`src/rtl/axis_mux_pkg.sv`:
```
`default_nettype none
// +----------------------------------------------------------------------+
// | axis_mux_pkg : shared FSM state encoding and arbitration mode codes  |
// | Rev 1.0                                                              |
// +----------------------------------------------------------------------+
package axis_mux_pkg;

    localparam int ARB_SELECT = 0;
    localparam int ARB_RR     = 1;

    typedef enum logic [0:0] {
        ST_IDLE = 1'b0,
        ST_PKT  = 1'b1
    } mux_state_t;

endpackage
`default_nettype wire

```
`src/rtl/axis_pkt_mux_if.sv`:
```
`default_nettype none
// +----------------------------------------------------------------------+
// | axis_pkt_mux_if : N-channel AXI-Stream input bundle + single output  |
// | Rev 1.0                                                              |
// +----------------------------------------------------------------------+
interface axis_pkt_mux_if #(
    parameter int DATA_W = 8,
    parameter int N_CH   = 4
);
    logic [N_CH*DATA_W-1:0] input_tdata;
    logic [N_CH-1:0]        input_tvalid;
    logic [N_CH-1:0]        input_tlast;
    logic [N_CH-1:0]        input_tready;
    logic [DATA_W-1:0]      output_data;
    logic                   output_valid;
    logic                   output_last;
    logic                   output_ready;

    // Mux-side view: consumes the channels, sources the output stream.
    modport slave (
        input  input_tdata, input_tvalid, input_tlast,
        output input_tready,
        output output_data, output_valid, output_last,
        input  output_ready
    );

    modport master (
        output input_tdata, input_tvalid, input_tlast,
        input  input_tready,
        input  output_data, output_valid, output_last,
        output output_ready
    );
endinterface
`default_nettype wire

```
`src/rtl/rr_arbiter.sv`:
```
`default_nettype none
// +----------------------------------------------------------------------+
// | rr_arbiter : first requester at or above ptr+1, wrapping modulo N_CH |
// | Rev 1.0                                                              |
// +----------------------------------------------------------------------+
module rr_arbiter #(
    parameter int N_CH  = 4,
    parameter int SEL_W = $clog2(N_CH)
) (
    input  wire [N_CH-1:0]  req,
    input  wire [SEL_W-1:0] ptr,
    output logic [SEL_W-1:0] grant_idx,
    output logic             grant_vld
);

    logic [SEL_W-1:0] w_idx;

    // Walk offsets from farthest to nearest so the nearest requester wins.
    always_comb begin
        grant_vld = 1'b0;
        grant_idx = '0;
        w_idx     = '0;
        for (int off = N_CH; off >= 1; off--) begin
            w_idx = SEL_W'((int'(ptr) + off) % N_CH);
            if (req[w_idx]) begin
                grant_vld = 1'b1;
                grant_idx = w_idx;
            end
        end
    end

endmodule
`default_nettype wire

```
`src/rtl/axis_pkt_mux.sv`:
```
`default_nettype none
// +----------------------------------------------------------------------+
// | axis_pkt_mux : packet-locked N:1 AXI-Stream mux, registered output   |
// | Rev 1.0                                                              |
// +----------------------------------------------------------------------+
module axis_pkt_mux
    import axis_mux_pkg::*;
#(
    parameter int DATA_W   = 8,
    parameter int N_CH     = 4,
    parameter int ARB_MODE = ARB_SELECT,
    parameter int SEL_W    = $clog2(N_CH)
) (
    input  wire              clk,
    input  wire              reset_n,
    input  wire [SEL_W-1:0]  sel,
    axis_pkt_mux_if.slave    bus,
    output logic [SEL_W-1:0] active_ch,
    output logic             busy
);

    mux_state_t        r_state;
    mux_state_t        w_state_nxt;
    logic [SEL_W-1:0]  r_active_ch;
    logic [DATA_W-1:0] r_out_data;
    logic              r_out_last;
    logic              r_out_valid;

    logic              w_grant_vld;
    logic [SEL_W-1:0]  w_grant_idx;
    logic              w_load_grant;
    logic              w_out_free;
    logic              w_accept;
    logic              w_pkt_done;
    logic [N_CH-1:0]   w_tready;

    // The output register can take a beat when empty or draining this cycle.
    assign w_out_free = !r_out_valid || bus.output_ready;

    generate
        if (ARB_MODE == ARB_RR) begin : g_rr
            logic [SEL_W-1:0] r_rr_ptr;

            always_ff @(posedge clk or negedge reset_n) begin
                if (!reset_n) begin
                    r_rr_ptr <= SEL_W'(N_CH - 1);
                end else if (w_pkt_done) begin
                    r_rr_ptr <= r_active_ch;
                end
            end

            rr_arbiter #(
                .N_CH  (N_CH),
                .SEL_W (SEL_W)
            ) u_rr_arbiter (
                .req       (bus.input_tvalid),
                .ptr       (r_rr_ptr),
                .grant_idx (w_grant_idx),
                .grant_vld (w_grant_vld)
            );
        end else begin : g_sel
            assign w_grant_vld = ({1'b0, sel} < (SEL_W + 1)'(N_CH)) && bus.input_tvalid[sel];
            assign w_grant_idx = sel;
        end
    endgenerate

    always_ff @(posedge clk or negedge reset_n) begin
        if (!reset_n) begin
            r_state <= ST_IDLE;
        end else begin
            r_state <= w_state_nxt;
        end
    end

    always_comb begin
        w_state_nxt  = r_state;
        w_load_grant = 1'b0;
        w_accept     = 1'b0;
        w_pkt_done   = 1'b0;
        w_tready     = '0;
        case (r_state)
            ST_IDLE: begin
                if (w_grant_vld) begin
                    w_load_grant = 1'b1;
                    w_state_nxt  = ST_PKT;
                end
            end
            ST_PKT: begin
                for (int k = 0; k < N_CH; k++) begin
                    w_tready[k] = (r_active_ch == SEL_W'(k)) && w_out_free;
                end
                w_accept   = bus.input_tvalid[r_active_ch] && w_out_free;
                w_pkt_done = w_accept && bus.input_tlast[r_active_ch];
                if (w_pkt_done) begin
                    w_state_nxt = ST_IDLE;
                end
            end
            default: w_state_nxt = ST_IDLE;
        endcase
    end

    always_ff @(posedge clk or negedge reset_n) begin
        if (!reset_n) begin
            r_active_ch <= '0;
            r_out_data  <= '0;
            r_out_last  <= 1'b0;
            r_out_valid <= 1'b0;
        end else begin
            if (w_load_grant) begin
                r_active_ch <= w_grant_idx;
            end
            if (w_accept) begin
                r_out_data  <= bus.input_tdata[int'(r_active_ch) * DATA_W +: DATA_W];
                r_out_last  <= bus.input_tlast[r_active_ch];
                r_out_valid <= 1'b1;
            end else if (bus.output_ready) begin
                r_out_valid <= 1'b0;
            end
        end
    end

    assign bus.input_tready = w_tready;
    assign bus.output_data  = r_out_data;
    assign bus.output_last  = r_out_last;
    assign bus.output_valid = r_out_valid;
    assign active_ch        = r_active_ch;
    assign busy             = (r_state == ST_PKT);

endmodule
`default_nettype wire

```
`src/flat_wrapper.sv`:
```
// flat-port wrapper written by rule: the top's interface ports become plain ports
module axis_pkt_mux_flat import axis_mux_pkg::*;
#(
    parameter int DATA_W   = 8,
    parameter int N_CH     = 4,
    parameter int ARB_MODE = ARB_SELECT,
    parameter int SEL_W    = $clog2(N_CH)
)
  (clk, reset_n, sel, active_ch, busy, bus_input_tdata, bus_input_tvalid, bus_input_tlast, bus_input_tready, bus_output_data, bus_output_valid, bus_output_last, bus_output_ready);
  axis_pkt_mux_if #(.DATA_W(DATA_W), .N_CH(N_CH)) bus_i ();
  input  wire clk;
  input  wire reset_n;
  input  wire [SEL_W-1:0] sel;
  output logic [SEL_W-1:0] active_ch;
  output logic busy;
  input wire logic [$bits(bus_i.input_tdata)-1:0] bus_input_tdata;
  input wire logic [$bits(bus_i.input_tvalid)-1:0] bus_input_tvalid;
  input wire logic [$bits(bus_i.input_tlast)-1:0] bus_input_tlast;
  output wire logic [$bits(bus_i.input_tready)-1:0] bus_input_tready;
  output wire logic [$bits(bus_i.output_data)-1:0] bus_output_data;
  output wire logic [$bits(bus_i.output_valid)-1:0] bus_output_valid;
  output wire logic [$bits(bus_i.output_last)-1:0] bus_output_last;
  input wire logic [$bits(bus_i.output_ready)-1:0] bus_output_ready;
  assign bus_i.input_tdata = bus_input_tdata;
  assign bus_i.input_tvalid = bus_input_tvalid;
  assign bus_i.input_tlast = bus_input_tlast;
  assign bus_input_tready = bus_i.input_tready;
  assign bus_output_data = bus_i.output_data;
  assign bus_output_valid = bus_i.output_valid;
  assign bus_output_last = bus_i.output_last;
  assign bus_i.output_ready = bus_output_ready;
  axis_pkt_mux #(.DATA_W(DATA_W), .N_CH(N_CH), .ARB_MODE(ARB_MODE), .SEL_W(SEL_W)) u_core (.clk(clk), .reset_n(reset_n), .sel(sel), .bus(bus_i), .active_ch(active_ch), .busy(busy));
endmodule
```
`config.mk`:
```
export PLATFORM = sky130hd
export DESIGN_NAME = axis_pkt_mux_flat
export DESIGN_NICKNAME = d
export VERILOG_FILES = /design/src/rtl/axis_mux_pkg.sv /design/src/rtl/axis_pkt_mux_if.sv /design/src/rtl/rr_arbiter.sv /design/src/rtl/axis_pkt_mux.sv /design/src/flat_wrapper.sv
export SDC_FILE = /design/constraint.sdc
export NUM_CORES = 1
export LEC_CHECK = 0
export BUFFER_PORTS_ARGS = -buffer_cell sky130_fd_sc_hd__buf_2
export CAP_MARGIN = 20
export CORE_MARGIN = 2
export CORE_UTILIZATION = 43
export DETAILED_ROUTE_END_ITERATION = 10
export PLACE_DENSITY = 0.84
export SYNTH_ARGS = -nofsm -noshare
export SYNTH_HDL_FRONTEND = slang
export SYNTH_SLANG_ARGS = --single-unit
```
`constraint.sdc`:
```
create_clock -name clk -period 2.85 [get_ports clk]
set_clock_uncertainty 0.2 [all_clocks]
set_input_delay 0.285 -clock clk [delete_from_list [all_inputs] [get_ports clk]]
set_output_delay 0.285 -clock clk [all_outputs]
set_load 0.02 [all_outputs]
```
==> qor.yml, run 1 <==
clock_path_buffers: 2
cts_buffers: 3
post_drt_wl_per_cell_um: 15.0
synth_top_cell_by_area: "dfrtp_1"
timing.setup.tns_ps: 0
firstDrtPassIters: 2
cts_root_buf: "clkbuf_4"
worstPathRequired_ps: 2820
final_hold_viol_count: 0
syn_area_per_cell_um2: 15.2
synth_seq_cells: 13
synth_top_cells_by_count: "dfrtp_1 (13), mux2_4 (8), mux4_2 (7)"
power.density_mw_per_mm2: 1070
grt_max_degree: 16
crit_fanout: 15
synth.distinct_cells: 21
slew_violations: 0
cts_tree: "yes"
ir_drop_uv: 724
grt-ovfl-total: 0
rrSetupSlack_ps: 770
placed_cells: 142
die_h_um: 48.9
yosys_warnings: 0
worstHoldPathType: "in2reg"
synth_area_um2: 868
antenna_found_initial: 0
via_per_inst: 5.16
start_util_pct: 44.7
antenna_cells: 0
ios: 62
n_fill_cell: 171
area_growth_pct: 39.2
dp_hpwl_mm: 1.83
synthFlopType: "dfrtp_1"
die-area_mm2: 0.00239
ant_nets: 0
synthArstFlopShare_pct: 100
fin_crit_sh_pct: 73.0
yosysMostFrequentCell: "dfrtp_1"
status: "completed"
tightest_slew_ps: 533
track_usage_pct: 19.7
cts_resized: 0
worst_hold_slack_ps: 101
synth-edff-count: 0
fin_crit_ps: 2080
io_buffers: 61
crit_type: "reg2reg"
endpoint_kind: "flop"
final_cells: 147
synthTopCellsByArea: "dfrtp_1 (37%), mux4_2 (18%), mux2_4 (14%)"
grt_pass1_wl_mm: 3.46
htreeDepth: 1
finalSetupViolCount: 0
slew_headroom_pct: 64.5
grt_pass1_vias: 781
fin_total_pwr_mw: 1.30
fmax_mhz: 481
fp.dieW_um: 48.9
worstSkewPairLatency_ps: 280
synth_cells: 57
gp_congestion: 0.887
p_leak_nw: 0.635
clkSinkCount: 13
clk_pin_slew_ps: 80
num_vias: 759
row_count: 16
cap_violations: 0
worstPathArrival_ps: 2050
synth_top_area_share_pct: 37.5
rsz0062_at_grt: "no"
finalNetCount: 166
cp-start-kind: "flop"
hold_buffers: 1
drc: 0
drive_gt1_share_pct: 70.0
ys_seq_area_share_pct: 37.5
drtIter0Drc: 3
routed_wl_mm: 2.20
syn-num-nets: 102
core_mm2: 0.00194
cts_setup_buffers: 0
[area by class of cell]
class                           instances  area, µm²  area share (%)
Multi-Input combinational cell         38        493            40.8
Sequential cell                        13        325            26.9
Timing Repair Buffer                   63        323            26.7
Tap cell                               27       33.8            2.80
Clock buffer                            4       26.3            2.17
Inverter                                2       7.51           0.621
[logic make-up (layout without fill, tap and decap cells)]
| family | Yosys count | in the layout | synth area share, % |
|---|---|---|---|
| flip-flops | 13 | 13 | 37.5 |
| AND/OR/NAND/NOR | 11 | 11 | 6.77 |
| AO/OA/AOI/OAI | 4 | 4 | 2.88 |
| buffers and inverters | 6 | 69 | 5.76 |
| multiplexers | 23 | 23 | 47.1 |
[state kept, by name, indices dropped and copies added (netlist names)]
register,flops
u_core.bus.output_data,8
u_core.busy,1
u_core.bus.output_valid,1
u_core.bus.output_last,1
u_core.active_ch,2
[worst max-delay path: stages (launching register included)]
cell	delay, ps
dfrtp_1	690
mux4_2	410
nand3_2	290
mux2_2	380
[placed cells by master (no fill, tap or decap), types with 2 or more instances in the layout]
| master | netlist | layout |
|---|---|---|
| buf_2 | 0 | 61 |
| clkbuf_4 | 0 | 3 |
| dfrtp_1 | 13 | 13 |
| inv_1 | 2 | 2 |
| mux2_2 | 2 | 2 |
| mux2_4 | 8 | 8 |
| mux2i_1 | 3 | 3 |
| mux4_1 | 3 | 3 |
| mux4_2 | 7 | 7 |
| nand2_1 | 2 | 2 |
| nand2b_1 | 2 | 2 |
| nor2_1 | 2 | 2 |
| nor3_1 | 2 | 2 |
| o21ai_0 | 2 | 2 |
[where the power goes]
part | internal [mW] | switching (mW) | total (mW)
combinational | 0.426 | 0.373 | 0.799
sequential | 0.281 | 0.102 | 0.383
clock | 0.0542 | 0.0611 | 0.115
[routing by layer]
metal	track usage, %	routed length, µm
met2	37.9	1320
met3	7.67	119
met5	0	0
met1	18.1	726
met4	8.10	38
[per-stage QoR]
| step | worst slack, ps | area (µm²) | utilization [%] |
|---|---|---|---|
| after floorplan | 897 | 868 | - |
| after global placement | 866 | 1170 | 60.4 |
| after detailed placement | 777 | 1170 | 60.4 |
| after CTS | 764 | 1210 | 62.2 |
| after global routing | 684 | 1210 | 62.2 |
| final | 770 | 1210 | 62.2 |
[worst paths after layout]
check / end / from / cells past startpoint
hold reg to reg: u_core.bus.output_data[5] / u_core.bus.output_data[5] / 1
setup reg to reg: u_core.bus.output_data[2] / u_core.active_ch[1] / 3
setup / recovery: u_core.bus.output_data[2] / u_core.active_ch[1] / 3
max in group asynchronous: u_core.bus.output_data[0] / reset_n / 2
min in group asynchronous: u_core.busy / reset_n / 2
hold / removal: u_core.active_ch[1] / sel[1] / 2
No activity file was read; power rests on OpenSTA's default activity.
==> run 2: changes to the inputs <==
--- a/config.mk
+++ b/config.mk
@@ -5,12 +5,13 @@
 export SDC_FILE = /design/constraint.sdc
 export NUM_CORES = 1
 export LEC_CHECK = 0
+export ABC_AREA = 1
 export BUFFER_PORTS_ARGS = -buffer_cell sky130_fd_sc_hd__buf_2
 export CAP_MARGIN = 20
 export CORE_MARGIN = 2
-export CORE_UTILIZATION = 43
+export CORE_UTILIZATION = 41
 export DETAILED_ROUTE_END_ITERATION = 10
-export PLACE_DENSITY = 0.84
+export PLACE_DENSITY = 0.79
 export SYNTH_ARGS = -nofsm -noshare
 export SYNTH_HDL_FRONTEND = slang
 export SYNTH_SLANG_ARGS = --single-unit
==> constraint.sdc (replaced) <==
create_clock -name clk -period 2.13 [get_ports clk]
set_clock_uncertainty 0.2 [all_clocks]
set_input_delay 0.213 -clock clk [delete_from_list [all_inputs] [get_ports clk]]
set_output_delay 0.213 -clock clk [all_outputs]
set_load 0.02 [all_outputs]
==> run 2 against run 1 <==
Net effect: register-to-register slack worse by 400 ps; critical path depth did not move; power up 39%; first-iteration DRC count grew to 12 times the previous value; sequential power rose by 18%; sequential share of layout area shrank 1.2 points; critical path type is now reg2out.
==> qor.yml, run 2 <==
worstSkewPairLatency_ps: 270  # about the same
row_count: 17  # +1
synth.distinct_cells: 15  # -29%
p_sw_mw: 0.970  # +81%
fin_crit_ps: 1890
power.density_mw_per_mm2: 1430  # +33%
clock_path_buffers: 2  # unchanged
via_per_inst: 5.21  # +0.87%
clkSinkCount: 13  # unchanged
holdCritStartpoint: "sel[1]"
io_buffers: 61  # unchanged
synth_seq_cells: 13  # unchanged
synth_area_um2: 921  # +6.1%
cap_violations: 0  # unchanged
final_common_cell: "buf_2"
ys_seq_area_share_pct: 35.3  # -2.1 points
routed_wl_mm: 2.67  # +21%
cts_buffers: 3  # unchanged
regArea_um2: 325  # unchanged
critical_path.max_stage_delay_ps: 560  # -130 ps
grt_max_degree: 23  # +7
final_cell_mix: "buf_2 (61), nand2_1 (44), nand3_1 (44)"
firstDrtPassIters: 4  # +2
synth_top_area_share_pct: 35.3  # -2.1 points
grt-ovfl-total: 0  # unchanged
place_area_mm2: 0.00122  # +4.2%
synthFlopType: "dfrtp_1"
grt_pass1_vias: 1116  # +43%
synth-edff-count: 0  # unchanged
fin_total_pwr_mw: 1.81  # +39%
num_vias: 1177  # +55%
hold_buffers: 2  # +1
power_frac_seq_pct: 25.1  # -4.4 points
drtIter0Drc: 37  # +34
worstPathRequired_ps: 1720  # -1100 ps
track_usage_pct: 21.8  # +2.1 points
finalSetupViolCount: 0  # unchanged
cts_resized: 0  # unchanged
dp_hpwl_mm: 2.09  # +14%
status: "completed"
grt_pass1_wl_mm: 4.50  # +30%
clk_pin_slew_ps: 80  # about the same
reg2reg_from: "u_core.active_ch[0]"
multiInputGateArea_um2: 503  # +2.0%
swShare_pct: 53.6  # +12 points
post_drt_wl_per_cell_um: 11.8  # -21%
ff2ff_path_depth: 8  # +5
synth_cells: 137  # +140%
die_h_um: 51.4  # +5.0%
finalNetCount: 244  # +47%
critical_path.startpoint: "u_core.active_ch[0]"
worstPathArrival_ps: 1480  # -570 ps
cp_cell_sequence: "inv_2 > nor3_1 > buf_2"
synth_top_cells_by_count: "nand2_1 (44), nand3_1 (44), dfrtp_1 (13)"
clkPwrFrac_pct: 8.5  # -0.4 points
cp-start-kind: "flop"
fmax_mhz: 528
die-area_mm2: 0.00264  # +10%
p_leak_nw: 0.726  # +14%
worst_slack_ps: 236  # -534 ps
pwr-share-comb_pct: 66.5  # +4.9 points
finalInstanceArea_mm2: 0.00127  # +4.9%
pre_cts_slack_ps: 382  # -395 ps
r2r_end: "u_core.bus.output_data[4]"
synthTopCellsByArea: "dfrtp_1 (35%), nand3_1 (24%), nand2_1 (18%)"
ant_nets: 0  # unchanged
antenna_cells: 0  # unchanged
cpMaxStageDelayCell: "dfrtp_1"
synth_top_cell_by_area: "dfrtp_1"
p_int_mw: 0.838  # +10%
crit_fanout: 22  # +7
n_fill_cell: 227  # +33%
start_util_pct: 42.4  # -2.3 points
core_mm2: 0.00217  # +12%
cts_setup_buffers: 0  # unchanged
synthArstFlopShare_pct: 100  # unchanged
antenna_found_initial: 0  # unchanged
crit_type: "reg2out"
ios: 62  # unchanged
yosys_warnings: 0  # unchanged
fp.dieW_um: 51.4  # +5.0%
syn_area_per_cell_um2: 6.72  # -56%
ir_drop_uv: 868  # +20%
final_hold_viol_count: 0  # unchanged
slew_violations: 0  # unchanged
syn-num-nets: 182  # +78%
cts_root_buf: "clkbuf_4"
endpoint_kind: "output pin"
tightest_slew_ps: 360  # -173 ps
drive_gt1_share_pct: 37.9  # -32 points
fin_crit_sh_pct: 88.9
drc: 0  # unchanged
largest_register_ffs: 8  # unchanged
gp_congestion: 0.789  # -11%
rrSetupSlack_ps: 370  # -400 ps
cts_tree: "yes"
timing.setup.tns_ps: 0  # unchanged
htreeDepth: 1  # unchanged
crit_end: "bus_input_tready[1]"
area_growth_pct: 37.6
slew_headroom_pct: 76.0  # +12 points
rsz0062_at_grt: "no"
worstHoldPathType: "in2reg"
==> run 2: cell count changes in the layout (fill, tap and decap cells not counted), sizes merged, moves of 2 or more <==
cell / change
nand2b: -2
mux4: -10
mux2: -10
nand4: +8
inv: +6
nand3: +42
mux2i: -3
nor3: +2
nand2: +44
buf: +2
==> run 2: worst min path at each step <==
stage	end	slack, ps	cells past startpoint
final	u_core.active_ch[1]	30	3
after global routing	u_core.active_ch[1]	40	3
after CTS	u_core.active_ch[1]	30	3
after detailed placement	u_core.active_ch[1]	-90	1
after global placement	u_core.busy	-90	1
after floorplan	u_core.active_ch[0]	-280	0
==> run 2: per-layer routing <==
metal	global-route usage, %	wire length (µm)	vias up
li1	-	-	587
met1	26.9	1120	533
met2	38.9	1300	55
met3	5.85	225	2
met4	2.63	21	0
met5	0	0	-
==> run 2: logic make-up after synthesis <==
| group | after synthesis | share of synthesized area, % |
|---|---|---|
| AO/OA/AOI/OAI | 3 | 1.63 |
| AND/OR/NAND/NOR | 104 | 53.0 |
| buffers and inverters | 17 | 10.1 |
| flip-flops | 13 | 35.3 |
==> run 2: power groups by stage <==
| stage | registers [mW] | clock network, mW | logic (mW) |
|---|---|---|---|
| 6_report | 0.453 | 0.153 | 1.20 |
| 5_1_grt | 0.472 | 0.164 | 1.33 |
| 4_1_cts | 0.454 | 0.154 | 1.20 |
| 3_5_place_dp | 0.458 | 0 | 1.20 |
| 3_3_place_gp | 0.455 | 0 | 1.17 |
| 2_1_floorplan | 0.590 | 0 | 0.770 |
==> run 2: final cells by class <==
cell class / instances / area share (%)
Tap cell: 28 / 2.76
Inverter: 8 / 2.37
Timing Repair Buffer: 66 / 27.4
Sequential cell: 13 / 25.7
Clock buffer: 4 / 2.07
Multi-Input combinational cell: 107 / 39.7
==> run 2: worst max-delay path: cells and delay by family (launching register included) <==
family	cells	cell delay, ps
buffers and inverters	2	430
flip-flops	1	560
AND/OR/NAND/NOR	1	210
==> run 2: stage by stage <==
step / hold slack (ps) / utilization [%] / std cells
6_report: 28.6 / 58.4 / 226
5_1_grt: 41.9 / 58.4 / 226
4_1_cts: 26.4 / 58.4 / 226
3_5_place_dp: -87.1 / 56.3 / 220
3_3_place_gp: -91.1 / 56.3 / 220
2_1_floorplan: -283 / - / 137
==> run 3: changes to the inputs <==
--- a/config.mk
+++ b/config.mk
@@ -8,7 +8,6 @@
 export ABC_AREA = 1
 export BUFFER_PORTS_ARGS = -buffer_cell sky130_fd_sc_hd__buf_2
 export CAP_MARGIN = 20
-export CORE_MARGIN = 2
 export CORE_UTILIZATION = 41
 export DETAILED_ROUTE_END_ITERATION = 10
 export PLACE_DENSITY = 0.79
==> run 3 against run 2 <==
Net effect: combinational power about the same; utilization up 3.6 points; register-to-register slack better by 60 ps; worst hold slack better by 17 ps; worst setup slack better by 51 ps; power up 0.78%; non-clock buffer count unchanged; highest routed layer unchanged.
==> qor.yml, run 3 (synthesis gave the netlist of run 2 again) <==
status: "completed"
cts_setup_buffers: 0  # unchanged
finalNetCount: 244  # unchanged
worstPathArrival_ps: 1430  # -50 ps
fin_crit_ps: 1840  # -51.4 ps
cap_violations: 0  # unchanged
core_mm2: 0.00204  # -5.9%
ios: 62  # unchanged
cp-start-kind: "input pin"
drive_gt1_share_pct: 37.9  # unchanged
worstPathRequired_ps: 1720  # about the same
p_leak_nw: 0.726  # unchanged
fin_crit_sh_pct: 86.5  # -2.4 points
final_cells: 225  # -0.44%
finalInstanceArea_mm2: 0.00127  # about the same
slew_headroom_pct: 76.9  # +0.94 points
ir_drop_uv: 895  # +3.0%
power.density_mw_per_mm2: 1440  # +0.88%
worstSkewPairLatency_ps: 270  # about the same
io_buffers: 61  # unchanged
grt-ovfl-total: 0  # unchanged
start_util_pct: 45.1  # +2.7 points
fin_total_pwr_mw: 1.82  # +0.78%
antenna_found_initial: 0  # unchanged
cts_buffers: 3  # unchanged
final_cell_mix: "buf_2 (61), nand2_1 (44), nand3_1 (44)"
worst_hold_slack_ps: 45.4  # +16.7 ps
final_common_cell: "buf_2"
num_vias: 1224  # +4.0%
tightest_slew_ps: 346  # -14.6 ps
firstDrtPassIters: 4  # unchanged
track_usage_pct: 25.3  # +3.5 points
place_area_mm2: 0.00122  # -0.10%
fp.dieW_um: 49.4  # -3.9%
fmax_mhz: 543  # +2.8%
n_fill_cell: 199  # -12%
final_hold_viol_count: 0  # unchanged
endpoint_kind: "output pin"
finalSetupViolCount: 0  # unchanged
rsz0062_at_grt: "no"
antenna_cells: 0  # unchanged
grt_pass1_vias: 1144  # +2.5%
die_h_um: 49.4  # -3.9%
crit_type: "in2out"
cts_tree: "yes"
crit_fanout: 4  # -82%
die-area_mm2: 0.00244  # -7.6%
area_growth_pct: 37.5  # about the same
clk_pin_slew_ps: 80  # about the same
drtIter0Drc: 25  # -32%
htreeDepth: 1  # unchanged
via_per_inst: 5.44  # +4.5%
clkSinkCount: 13  # unchanged
worstHoldPathType: "in2reg"
slew_violations: 0  # unchanged
clock_path_buffers: 2  # unchanged
row_count: 16  # -1
post_drt_wl_per_cell_um: 12.7  # +7.3%
timing.setup.tns_ps: 0  # unchanged
largest_register_ffs: 8  # unchanged
placed_cells: 219  # -0.45%
grt_max_degree: 23  # unchanged
dp_hpwl_mm: 2.22  # +6.2%
ant_nets: 0  # unchanged
cts_root_buf: "clkbuf_4"
drc: 0  # unchanged
grt_pass1_wl_mm: 4.85  # +7.8%
gp_congestion: 0.830  # +5.2%
routed_wl_mm: 2.85  # +6.9%
-- run 3: cell counts in the layout (fill, tap and decap cells not counted) --
Identical to the previous run, type by type.
-- run 3: cell type report --
type / instances / area (µm²) / share of cell area (%)
Clock buffer: 4 / 26.3 / 2.08
Inverter: 8 / 30.0 / 2.37
Multi-Input combinational cell: 107 / 503 / 39.7
Sequential cell: 13 / 325 / 25.7
Tap cell: 27 / 33.8 / 2.67
Timing Repair Buffer: 66 / 348 / 27.5
-- run 3: final timing paths --
check | start | end | slack [ps] | cells past startpoint
max | bus_output_ready | bus_input_tready[2] | 290 | 7
min | sel[1] | u_core.active_ch[1] | 50 | 3
max reg2reg | u_core.active_ch[0] | u_core.bus.output_data[2] | 430 | 8
min reg2reg | u_core.bus.output_data[6] | u_core.bus.output_data[6] | 280 | 2
max in group asynchronous | reset_n | u_core.active_ch[0] | 1350 | 2
min in group asynchronous | reset_n | u_core.bus.output_data[1] | 150 | 2
-- run 3: power breakdown --
group | switching (mW) | internal, mW | total [mW] | leakage [nW]
combinational | 0.826 | 0.397 | 1.22 | 0.551
clock | 0.0772 | 0.0724 | 0.150 | 0.0150
sequential | 0.0811 | 0.369 | 0.450 | 0.160
total | 0.984 | 0.838 | 1.82 | 0.726
-- run 3: metrics by stage --
step	utilization, %	setup slack [ps]
after floorplan	-	300
after global routing	62.0	160
final	62.0	287
after global placement	59.7	548
after detailed placement	59.7	459
after CTS	62.0	288
-- run 3: layer usage --
layer	wire (µm)	vias up	GRT usage, %
li1	-	590	-
met1	1210	562	31.4
met2	1410	68	45.0
met3	198	4	5.61
met4	34	0	4.76
met5	0	-	0
-- run 3: worst max-delay path, stage by stage --
cell	delay, ps
dlygate4sd3_1	510
buf_2	110
nor2_1	50
nor2_2	140
inv_2	70
nor3_1	140
buf_2	190
-- run 3: timing repair --
item | CTS | global route
hold buffers | 2 | 0
gates resized for setup | 0 | 0
endpoints found under the hold margin | 14 | 0
